File: src/rtl/vga_block_regs.sv
// Double-buffered register bank for the falling block, score and colour; shadow copies go live at a frame boundary.
// Optional score saturation at SCORE_MAX is enabled by defining VGA_REGS_SCORE_SAT_EN.
module vga_block_regs #(
    parameter logic [31:0] OFFSCREEN = 32'd1000,
    parameter logic [31:0] SCORE_MAX = 32'd9999
) (
    input  logic        clock,
    input  logic        resetn,
    input  logic        wr_en,
    input  logic [3:0]  wr_addr,
    input  logic [31:0] wr_data,
    input  logic        frame_start,
    output logic [31:0] b1x,
    output logic [31:0] b1y,
    output logic [31:0] b2x,
    output logic [31:0] b2y,
    output logic [31:0] b3x,
    output logic [31:0] b3y,
    output logic [31:0] b4x,
    output logic [31:0] b4y,
    output logic [31:0] score,
    output logic [31:0] blockType,
    output logic        commit_pending,
    output logic [31:0] frame_count
);

`ifdef VGA_REGS_SCORE_SAT_EN
    localparam bit SAT_EN = 1'b1;
`else
    localparam bit SAT_EN = 1'b0;
`endif

    localparam int NREGS = 10;
    localparam logic [3:0] ADDR_SCORE  = 4'd8;
    localparam logic [3:0] ADDR_COMMIT = 4'd10;

    typedef enum logic {
        ST_IDLE    = 1'b0,
        ST_PENDING = 1'b1
    } state_t;

    state_t      state_r;
    logic        pending_r;
    logic [31:0] shadow_r [NREGS];
    logic [31:0] active_r [NREGS];
    logic [31:0] frame_count_r;
    logic        commit_wr_s;
    logic        shadow_wr_s;

    function automatic logic [31:0] score_value(input logic [31:0] d);
        if (SAT_EN && (d > SCORE_MAX)) begin
            score_value = SCORE_MAX;
        end else begin
            score_value = d;
        end
    endfunction

    function automatic logic [31:0] reset_value(input int idx);
        if (idx < 8) begin
            reset_value = OFFSCREEN;
        end else begin
            reset_value = 32'd0;
        end
    endfunction

    assign commit_wr_s = wr_en && (wr_addr == ADDR_COMMIT);
    assign shadow_wr_s = wr_en && (wr_addr < ADDR_COMMIT);

    // Shadow bank: CPU writes land here only
    always_ff @(posedge clock) begin
        if (!resetn) begin
            for (int i = 0; i < NREGS; i++) begin
                shadow_r[i] <= reset_value(i);
            end
        end else if (shadow_wr_s) begin
            shadow_r[wr_addr] <= (wr_addr == ADDR_SCORE) ? score_value(wr_data) : wr_data;
        end else begin
            shadow_r <= shadow_r;
        end
    end

    // Commit FSM; the copy samples shadow as it was before this edge's write
    always_ff @(posedge clock) begin
        if (!resetn) begin
            state_r   <= ST_IDLE;
            pending_r <= 1'b0;
            for (int i = 0; i < NREGS; i++) begin
                active_r[i] <= reset_value(i);
            end
        end else begin
            case (state_r)
                ST_IDLE: begin
                    if (commit_wr_s) begin
                        state_r   <= ST_PENDING;
                        pending_r <= 1'b1;
                    end else begin
                        state_r   <= ST_IDLE;
                        pending_r <= 1'b0;
                    end
                end
                ST_PENDING: begin
                    if (frame_start) begin
                        active_r  <= shadow_r;
                        state_r   <= commit_wr_s ? ST_PENDING : ST_IDLE;
                        pending_r <= commit_wr_s;
                    end else begin
                        state_r   <= ST_PENDING;
                        pending_r <= 1'b1;
                    end
                end
                default: begin
                    state_r   <= ST_IDLE;
                    pending_r <= 1'b0;
                end
            endcase
        end
    end

    // Free-running frame counter, wraps naturally
    always_ff @(posedge clock) begin
        if (!resetn) begin
            frame_count_r <= 32'd0;
        end else if (frame_start) begin
            frame_count_r <= frame_count_r + 32'd1;
        end else begin
            frame_count_r <= frame_count_r;
        end
    end

    assign b1x            = active_r[0];
    assign b1y            = active_r[1];
    assign b2x            = active_r[2];
    assign b2y            = active_r[3];
    assign b3x            = active_r[4];
    assign b3y            = active_r[5];
    assign b4x            = active_r[6];
    assign b4y            = active_r[7];
    assign score          = active_r[8];
    assign blockType      = active_r[9];
    assign commit_pending = pending_r;
    assign frame_count    = frame_count_r;

endmodule
File: config.mk
export PLATFORM = sky130hd
export DESIGN_NAME = vga_block_regs
export DESIGN_NICKNAME = d
export VERILOG_FILES = /design/src/rtl/vga_block_regs.sv
export SDC_FILE = /design/constraint.sdc
export NUM_CORES = 1
export LEC_CHECK = 0
export ABC_AREA = 1
export ABC_CLOCK_PERIOD_IN_PS = 3700
export BUFFER_PORTS_ARGS = -buffer_cell sky130_fd_sc_hd__clkbuf_2
export CORE_MARGIN = 3
export CORE_UTILIZATION = 60
export CTS_CLUSTER_SIZE = 8
export DETAILED_ROUTE_END_ITERATION = 7
export PLACE_DENSITY = 0.84
export SKIP_CTS_REPAIR_TIMING = 1
export SYNTH_ARGS = -nofsm -noshare
export SYNTH_HDL_FRONTEND = slang
export SYNTH_SLANG_ARGS = --single-unit
File: constraint.sdc
create_clock -name clock -period 3.7 [get_ports clock]
set_input_delay 0.185 -clock clock [delete_from_list [all_inputs] [get_ports clock]]
set_output_delay 0.185 -clock clock [all_outputs]
set_load 0.05 [all_outputs]
After elaboration in Yosys (flattened, before gate mapping)
Index checks and enable logic that the tools add are counted.

word-level totals
  register bits after elaboration = 674

operators by class
  add/subtract/negate cells = 1
  magnitude comparators = 3
  eq/ne operators = 2
  muxes and demuxes = 11
  bitwise logic cells = 2
  reduce and logical (&&, ||, !) cells = 4

operators by type and width
  operator               count
  $bwmux 320             1
  $demux 32 s4           1
  $mux 32                4
  $add 32x1->32 const B  1
  $eq 4x4->1 const B     2
  $ge 5x5->1 const B     1
  $lt 5x1->1 const B     1
  $not 4->5              1
  $lt 4x4->1 const B     1
  $pmux 1 s2             2
  $logic_and 1x1->1      3
  $mux 1                 3
  $reduce_and 2->1       1
  $not 1->1              1

Logic depth before layout (Yosys ltp)
Gate-level depths: netlist of the first run.

  depth in word-level cells = 6
  depth in mapped cells = 9

Least setup slack after synthesis of the first run
Ideal clock, no wire load.

  path kind = reg-to-reg
  start = register frame_count_r[0] (netlist: frame_count[0])
  end = register frame_count_r[14] (netlist: frame_count[14])
  setup time = 128 ps
  arrival time = 1,701 ps
  required time = 3,572 ps
  path slack = 1,871 ps
  cell stages (with the launch flop) = 9
  buffers on the path = 0
  clock period less this slack = 1,829 ps
  path through = dfxtp_1 ha_1 nand3_1 nor2_1 nand2_1 nor2_1 nand3_1 nand2_1 nor2_1

on the way
  longest elaborated chain between the ends = 1

ends and longest elaborated chain
  what                      line  text
  start: declaration        46    logic [31:0] frame_count_r;
  start signal: assignment  124   frame_count_r <= frame_count_r + 32'd1;
  start signal: assignment  126   frame_count_r <= frame_count_r;
  $add 32x1->32             124

No other way between the ends.
A chain may end at the register's enable or synchronous reset.

Final worst setup path of the first run
  start = register state_r
  end = register active_r, in the netlist score[23]

on the way
  longest elaborated chain between the ends = 1

ends and longest elaborated chain
  what                               line  text
  start: declaration                 42    state_t state_r;
  start signal: assignment           104   state_r <= commit_wr_s ? ST_PENDING : ST_IDLE;
  $reduce_and 2->1 (no source line)  --
  end signal: indexed assignment     88    active_r[i] <= reset_value(i);
  end signal: assignment             103   active_r <= shadow_r;
  end: declaration                   45    logic [31:0] active_r [NREGS];

No other way between the ends.

==> results.tsv, run 1 <==
stage	metric	value	unit
synthesis	yosys.area.top_type	sky130_fd_sc_hd__dfxtp_1	
pwr	highest_ir_drop_seen_on_vdd	0.444	mV
clock_tree	cts.clk_slew.worst_paths	0.05	ns
timing	max_slew_violations	0	
setup_path	cp-start-kind	flip-flop	
clock_tree	cts_htree_levels	3	
synthesis	synth_common_cells	sky130_fd_sc_hd__dfxtp_1, sky130_fd_sc_hd__nor2_1, sky130_fd_sc_hd__o21ai_0, sky130_fd_sc_hd__nand2_1, sky130_fd_sc_hd__a21oi_1	
timing	fin_crit_sh	0.546	
grt	antenna_violations_before_repair	0	
timing	fin_worst_skew	0.0179	ns
synthesis	postSynthRegisterBits	673	
finish	final_util	0.731	
grt	overflow	0	
synthesis	synth_area_leaders	sky130_fd_sc_hd__dfxtp_1, sky130_fd_sc_hd__nor2_1, sky130_fd_sc_hd__o21ai_0	
hold_path	worst_hold_path_type	input port to flip-flop	
floorplan	die-height	204	µm
setup_path	timing.critical_path.required	4.22	ns
routing	detail_route.wirelength	73600	µm
timing	finalSetupViolCount	0	
timing	timing_hold_violations_final	0	
floorplan	std_cell_rows	71	
setup_path	ff2ff_setup_slack	1.68	ns
timing	period_minus_slack	2.02	ns
synthesis	synthesis.instances	3015	
place	gp_routability_congestion	0.859	
timing	grt_setup_unrepaired	false	
routing	route.detailed.wl_per_inst	19.4	µm
routing	wl_met1	28000	µm
flow_run	total_of_max_cap_violations	0	
clock_tree	tritoncts	done	
routing	routed-via-count	21800	
synthesis	synth_largest_type_area_fraction	0.573	
routing	drcViolationCount	0	
routing	drt_first_iter_violations	2443	
finish	area_delta_synth_final	18.6	%
synthesis	synth_edf_count	0	
routing	highest_layer	met4	
routing	detail-route-antenna-nets	0	
status	status	completed	
timing	fmaxAchievable	495	MHz
pwr	power_leakage	11.8	nW
synthesis	yosysMostFrequentCell	sky130_fd_sc_hd__dfxtp_1	
synthesis	mean_instance_size_in_the_synthesized_netlist	7.79	µm²
synthesis	seq_area_frac_synth	0.573	
finish	num-nets-final	3326	
setup_path	critical_path_arrival	2.54	ns
clock_tree	clockBufferDepth	3	
clock_tree	clock_tree.root_cell	sky130_fd_sc_hd__clkbuf_16	
clock_tree	clk-insertion-delay-late	0.61	ns
routing	vias_per_cell	5.73	
floorplan	num_io_pins	393	
routing	met3_wirelength	7710	µm
setup_path	critical_path.max_fanout	134	
place	place.detailed.hpwl	43800	µm
timing	worst_pin_slew	1.37	ns
synthesis	share_of_flip_flops_with_an_asynchronous_set_or_reset_after_synthesis	0	
clock_tree	cts_sinks	673	
finish	final_layout_size_suffix_gt1_frac	0.160	
timing	worst_slew_margin_rel	0.0897	
pwr	post-layout-total-power	15.6	mW
setup_path	critical_path.endpoint_type	flip-flop	
place	port_buffers	392	
synthesis	yosysWarnings	0	
finish	fill_cells	2810	
floorplan	floorplan.initialDensity	0.616	
routing	detailroute.wirelength.met2	34000	µm
synthesis	synth-main-ff-cell	sky130_fd_sc_hd__dfxtp_1	
floorplan	placeableCoreArea	0.0381	mm²
timing	setup_tns	0	ns
pwr	power_density_normalized_to_cell_area	560	mW/mm²
grt	grt_max_degree	329	
floorplan	die_area	0.0416	mm²
grt	first_pass_grt_wire_length	111000	µm
floorplan	horizontal_die_dimension	204	µm
routing	first_pass_iteration_count_of_the_detailed_router	6	
synthesis	synth_cell_type_count	24	
synthesis	synth_area	0.0235	mm²
setup_path	path_class	flip-flop to flip-flop	
grt	grt_use_total	0.340	
clock_tree	tritoncts.num_buffers	94	
grt	first_global_vias	20300	
synthesis	synth_fp_nets	3056	
==> layout make-up <==
type | instances | area, µm² | share of cell area
Multi-Input combinational cell | 1977 | 8620 | 0.309
Clock inverter | 4 | 46.3 | 0.00166
Antenna cell | 1 | 2.50 | 0.0000898
Timing Repair Buffer | 411 | 2160 | 0.0777
Clock buffer | 98 | 2430 | 0.0873
Inverter | 128 | 489 | 0.0176
Sequential cell | 673 | 13500 | 0.484
Tap cell | 511 | 639 | 0.0229
==> per-stage QoR <==
step	area, µm²	setup slack (ns)	hold WS [ns]	cells
floorplan	23500	1.87	0.348	3015
global placement	25400	1.31	0.439	3700
detailed placement	25400	1.23	0.442	3700
CTS	27900	1.73	-0.000634	3802
global route	27900	1.52	0.0431	3802
finish	27900	1.68	0.0217	3803
==> metal layers <==
layer  up-vias  track usage
li1      10200            -
met1     10200        0.425
met2      1191        0.548
met3       236       0.0835
met4         0        0.181
met5         -            0
==> worst paths after layout <==
check | startpoint | endpoint | cells after the start
worst min register to register | shadow_r[289]$_SDFFE_PN0P_ | b1x[1]$_SDFFE_PN0P_ | 2
worst max register to register | state_r$_SDFF_PN0_ | score[23]$_SDFFE_PN0P_ | 5
worst min-delay path | frame_start | frame_count[0]$_SDFFE_PN0P_ | 2
worst max-delay path | state_r$_SDFF_PN0_ | score[23]$_SDFFE_PN0P_ | 5
==> where the power goes <==
part | internal [mW] | switching [mW] | total [mW]
sequential | 7.37 | 0.0551 | 7.42
combinational | 0.144 | 0.564 | 0.708
clock | 4.57 | 2.89 | 7.46
total | 12.1 | 3.51 | 15.6
==> registers in the layout, summed over array words and instances, names as in the netlist <==
signal / flops
state_r: 1
b4y: 32
b4x: 32
score: 32
b2y: 32
b3x: 32
b1x: 32
blockType: 32
frame_count: 32
shadow_r: 320
b3y: 32
b1y: 32
b2x: 32
==> placed cells by master (no fill, tap or decap), types with 2 or more instances in the layout <==
cell type                   Yosys  routed
sky130_fd_sc_hd__inv_2          3       3
sky130_fd_sc_hd__nand4_1        4       4
sky130_fd_sc_hd__nand3_1      130     127
sky130_fd_sc_hd__nand2_1      426     425
sky130_fd_sc_hd__xnor2_1        2       2
sky130_fd_sc_hd__buf_4          6      15
sky130_fd_sc_hd__clkbuf_16      0      97
sky130_fd_sc_hd__clkbuf_2       0     391
sky130_fd_sc_hd__xor2_1         3       3
sky130_fd_sc_hd__and2_1         2       2
sky130_fd_sc_hd__nor2_2         0       4
sky130_fd_sc_hd__nand3_2        0       3
sky130_fd_sc_hd__nor2_1       658     654
sky130_fd_sc_hd__inv_6          0       2
sky130_fd_sc_hd__dfxtp_1      673     673
sky130_fd_sc_hd__a21oi_1      268     268
sky130_fd_sc_hd__buf_12         0       4
sky130_fd_sc_hd__inv_1        124     123
sky130_fd_sc_hd__nor3_1         9       9
sky130_fd_sc_hd__o21ai_0      469     469
==> worst max-delay path, cell delays in order, from the launching register on <==
cell and delay (ns):
sky130_fd_sc_hd__dfxtp_1 0.40, sky130_fd_sc_hd__nand2_4 0.11, sky130_fd_sc_hd__inv_8 0.52, sky130_fd_sc_hd__buf_12 0.40, sky130_fd_sc_hd__o21ai_0 0.19, sky130_fd_sc_hd__a21oi_1 0.22
==> cells by family after synthesis <==
group / synth area share
and+or+nand+nor: 0.205
AOI/OAI and AO/OA: 0.158
DFF: 0.573
buffers and inverters: 0.0611
xor gates and xnor gates: 0.00186
adders and majority gates: 0.000533
Note: power is estimated with default switching activity, not from simulation.
==> inputs of run 2 (changes only) <==
--- a/config.mk
+++ b/config.mk
@@ -6,13 +6,13 @@
 export NUM_CORES = 1
 export LEC_CHECK = 0
 export ABC_AREA = 1
-export ABC_CLOCK_PERIOD_IN_PS = 3700
+export ABC_CLOCK_PERIOD_IN_PS = 1900
 export BUFFER_PORTS_ARGS = -buffer_cell sky130_fd_sc_hd__clkbuf_2
 export CORE_MARGIN = 3
-export CORE_UTILIZATION = 60
+export CORE_UTILIZATION = 56
 export CTS_CLUSTER_SIZE = 8
 export DETAILED_ROUTE_END_ITERATION = 7
-export PLACE_DENSITY = 0.84
+export PLACE_DENSITY = 0.79
 export SKIP_CTS_REPAIR_TIMING = 1
 export SYNTH_ARGS = -nofsm -noshare
 export SYNTH_HDL_FRONTEND = slang
==> constraint.sdc (replaced) <==
create_clock -name clock -period 1.9 [get_ports clock]
set_input_delay 0.095 -clock clock [delete_from_list [all_inputs] [get_ports clock]]
set_output_delay 0.095 -clock clock [all_outputs]
set_load 0.05 [all_outputs]
==> run 2 against run 1 <==
Compared with the run above:
- global-route usage fell by 2.6 points
- cell count up 1.0%
- clock skew is 0.0055 ns higher
- clock power is 94% higher
- non-clock buffer count grew 18
- sequential share of layout area is 0.42 points lower
==> results.tsv, run 2 (synthesized netlist as in run 1, its figures left out) <==
stage	metric	value	unit
finish	layout_commonest_cell	sky130_fd_sc_hd__dfxtp_1	
clock_tree	cts.clk_slew.worst_paths	0.05	ns
grt	overflow	0	
place	place.detailed.hpwl	44900	µm
status	status	completed	
floorplan	die_area	0.0444	mm²
timing	fin_crit_sh	0.888	
timing	worst_pin_slew	1.11	ns
place	port_buffers	392	
grt	grt_use_total	0.315	
timing	setup_tns	0	ns
routing	vias_per_cell	5.59	
clock_tree	clockBufferDepth	3	
clock_tree	clk-insertion-delay-late	0.61	ns
floorplan	std_cell_rows	74	
pwr	power_leakage	11.9	nW
grt	antenna_violations_before_repair	0	
timing	max_slew_violations	0	
hold_path	min_delay_path_depth	3	
setup_path	path_class	input port to flip-flop	
finish	final_layout_size_suffix_gt1_frac	0.164	
finish	area_delta_synth_final	19.6	%
routing	drcViolationCount	0	
setup_path	timing.critical_path.required	2.43	ns
floorplan	placeableCoreArea	0.0411	mm²
clock_tree	tritoncts.num_buffers	94	
routing	detail_route.wirelength	72800	µm
floorplan	die-height	211	µm
routing	route.detailed.wl_per_inst	18.9	µm
setup_path	critical_path_arrival	2.21	ns
finish	num-nets-final	3344	
place	gp_routability_congestion	0.890	
floorplan	floorplan.initialDensity	0.571	
grt	first_global_vias	19900	
flow_run	total_of_max_cap_violations	0	
finish	largest_register_ff_count	320	
grt	grt_max_degree	223	
routing	detail-route-antenna-nets	0	
clock_tree	tritoncts	done	
timing	fmaxAchievable	593	MHz
floorplan	num_io_pins	393	
timing	timing_hold_violations_final	0	
routing	routed-via-count	21500	
finish	top_register	shadow_r	
timing	fin_worst_skew	0.0234	ns
pwr	power_density_normalized_to_cell_area	1080	mW/mm²
hold_path	worst_hold_path_type	input port to flip-flop	
finish	final_util	0.684	
setup_path	r2r_cells	8	
timing	period_minus_slack	1.69	ns
timing	grt_setup_unrepaired	false	
clock_tree	clock_tree.root_cell	sky130_fd_sc_hd__clkbuf_16	
clock_tree	cts_sinks	673	
setup_path	critical_path.endpoint_type	flip-flop	
setup_path	cp-start-kind	input port	
finish	mostFrequentLayoutCells	sky130_fd_sc_hd__dfxtp_1, sky130_fd_sc_hd__nor2_1, sky130_fd_sc_hd__o21ai_0	
floorplan	horizontal_die_dimension	211	µm
clock_tree	cts_htree_levels	3	
timing	worst_slew_margin_rel	0.260	
routing	first_pass_iteration_count_of_the_detailed_router	8	
timing	hold_ws	0.0107	ns
pwr	highest_ir_drop_seen_on_vdd	0.678	mV
grt	first_pass_grt_wire_length	110000	µm
setup_path	critical_path.max_fanout	32	
routing	drt_first_iter_violations	2485	
timing	finalSetupViolCount	0	
==> run 2: cell types whose count changed in the layout (fill, tap and decap cells not counted), moves of 2 or more <==
cell and change:
sky130_fd_sc_hd__inv_6 -2, sky130_fd_sc_hd__dlygate4sd3_1 +2, sky130_fd_sc_hd__buf_4 +9, sky130_fd_sc_hd__clkinv_8 +3, sky130_fd_sc_hd__buf_12 +7
==> run 2: final cells by class <==
class	count	area, µm²
diodes	2	5.00
inverters	128	489
fillers	3306	13000
repair buffers	429	2390
clock buffers	97	2410
well taps	532	666
flip-flops and latches	673	13500
clock inverters	4	57.6
multi-input cells	1977	8620
==> run 2: power breakdown <==
group,internal [mW],switching (mW)
Clock,8.81,5.65
Combinational,0.299,1.09
Sequential,14.3,0.108
==> run 2: per-stage QoR <==
step           total power, mW  area (µm²)  worst slack (ns)  instances
6_report                  30.3       28100             0.213       3842
4_1_cts                   30.4       28100             0.211       3838
3_5_place_dp              16.1       25600             0.165       3737
2_1_floorplan             15.6       23500            0.0712       3015
3_3_place_gp              16.0       25600             0.274       3737
5_1_grt                   31.2       28100            0.0393       3840
==> run 2: critical path: stages <==
cell and delay, ns:
sky130_fd_sc_hd__dlygate4sd3_1 0.57, sky130_fd_sc_hd__clkbuf_2 0.15, sky130_fd_sc_hd__inv_1 0.06, sky130_fd_sc_hd__nand2_1 0.05, sky130_fd_sc_hd__a21oi_2 0.26, sky130_fd_sc_hd__nand3_1 0.23
sky130_fd_sc_hd__inv_2 0.48, sky130_fd_sc_hd__nand2_1 0.13, sky130_fd_sc_hd__a21oi_1 0.17
==> run 2: metal layers <==
layer	part of all wire	track usage	vias up
met5	0	0	-
met4	0.037	0.135	0
met3	0.089	0.0683	175
met2	0.47	0.501	1043
met1	0.41	0.417	10000
li1	-	-	10200
==> run 2: final timing paths <==
check                                   start                           end  slack [ns]
setup / recovery                   wr_addr[1]    shadow_r[278]$_SDFFE_PN0P_        0.21
hold / removal                          wr_en            state_r$_SDFF_PN0_        0.01
setup reg to reg  frame_count[0]$_SDFFE_PN0P_  frame_count[30]$_SDFFE_PN0P_        0.23
hold reg to reg    shadow_r[300]$_SDFFE_PN0P_          b1x[12]$_SDFFE_PN0P_        0.45
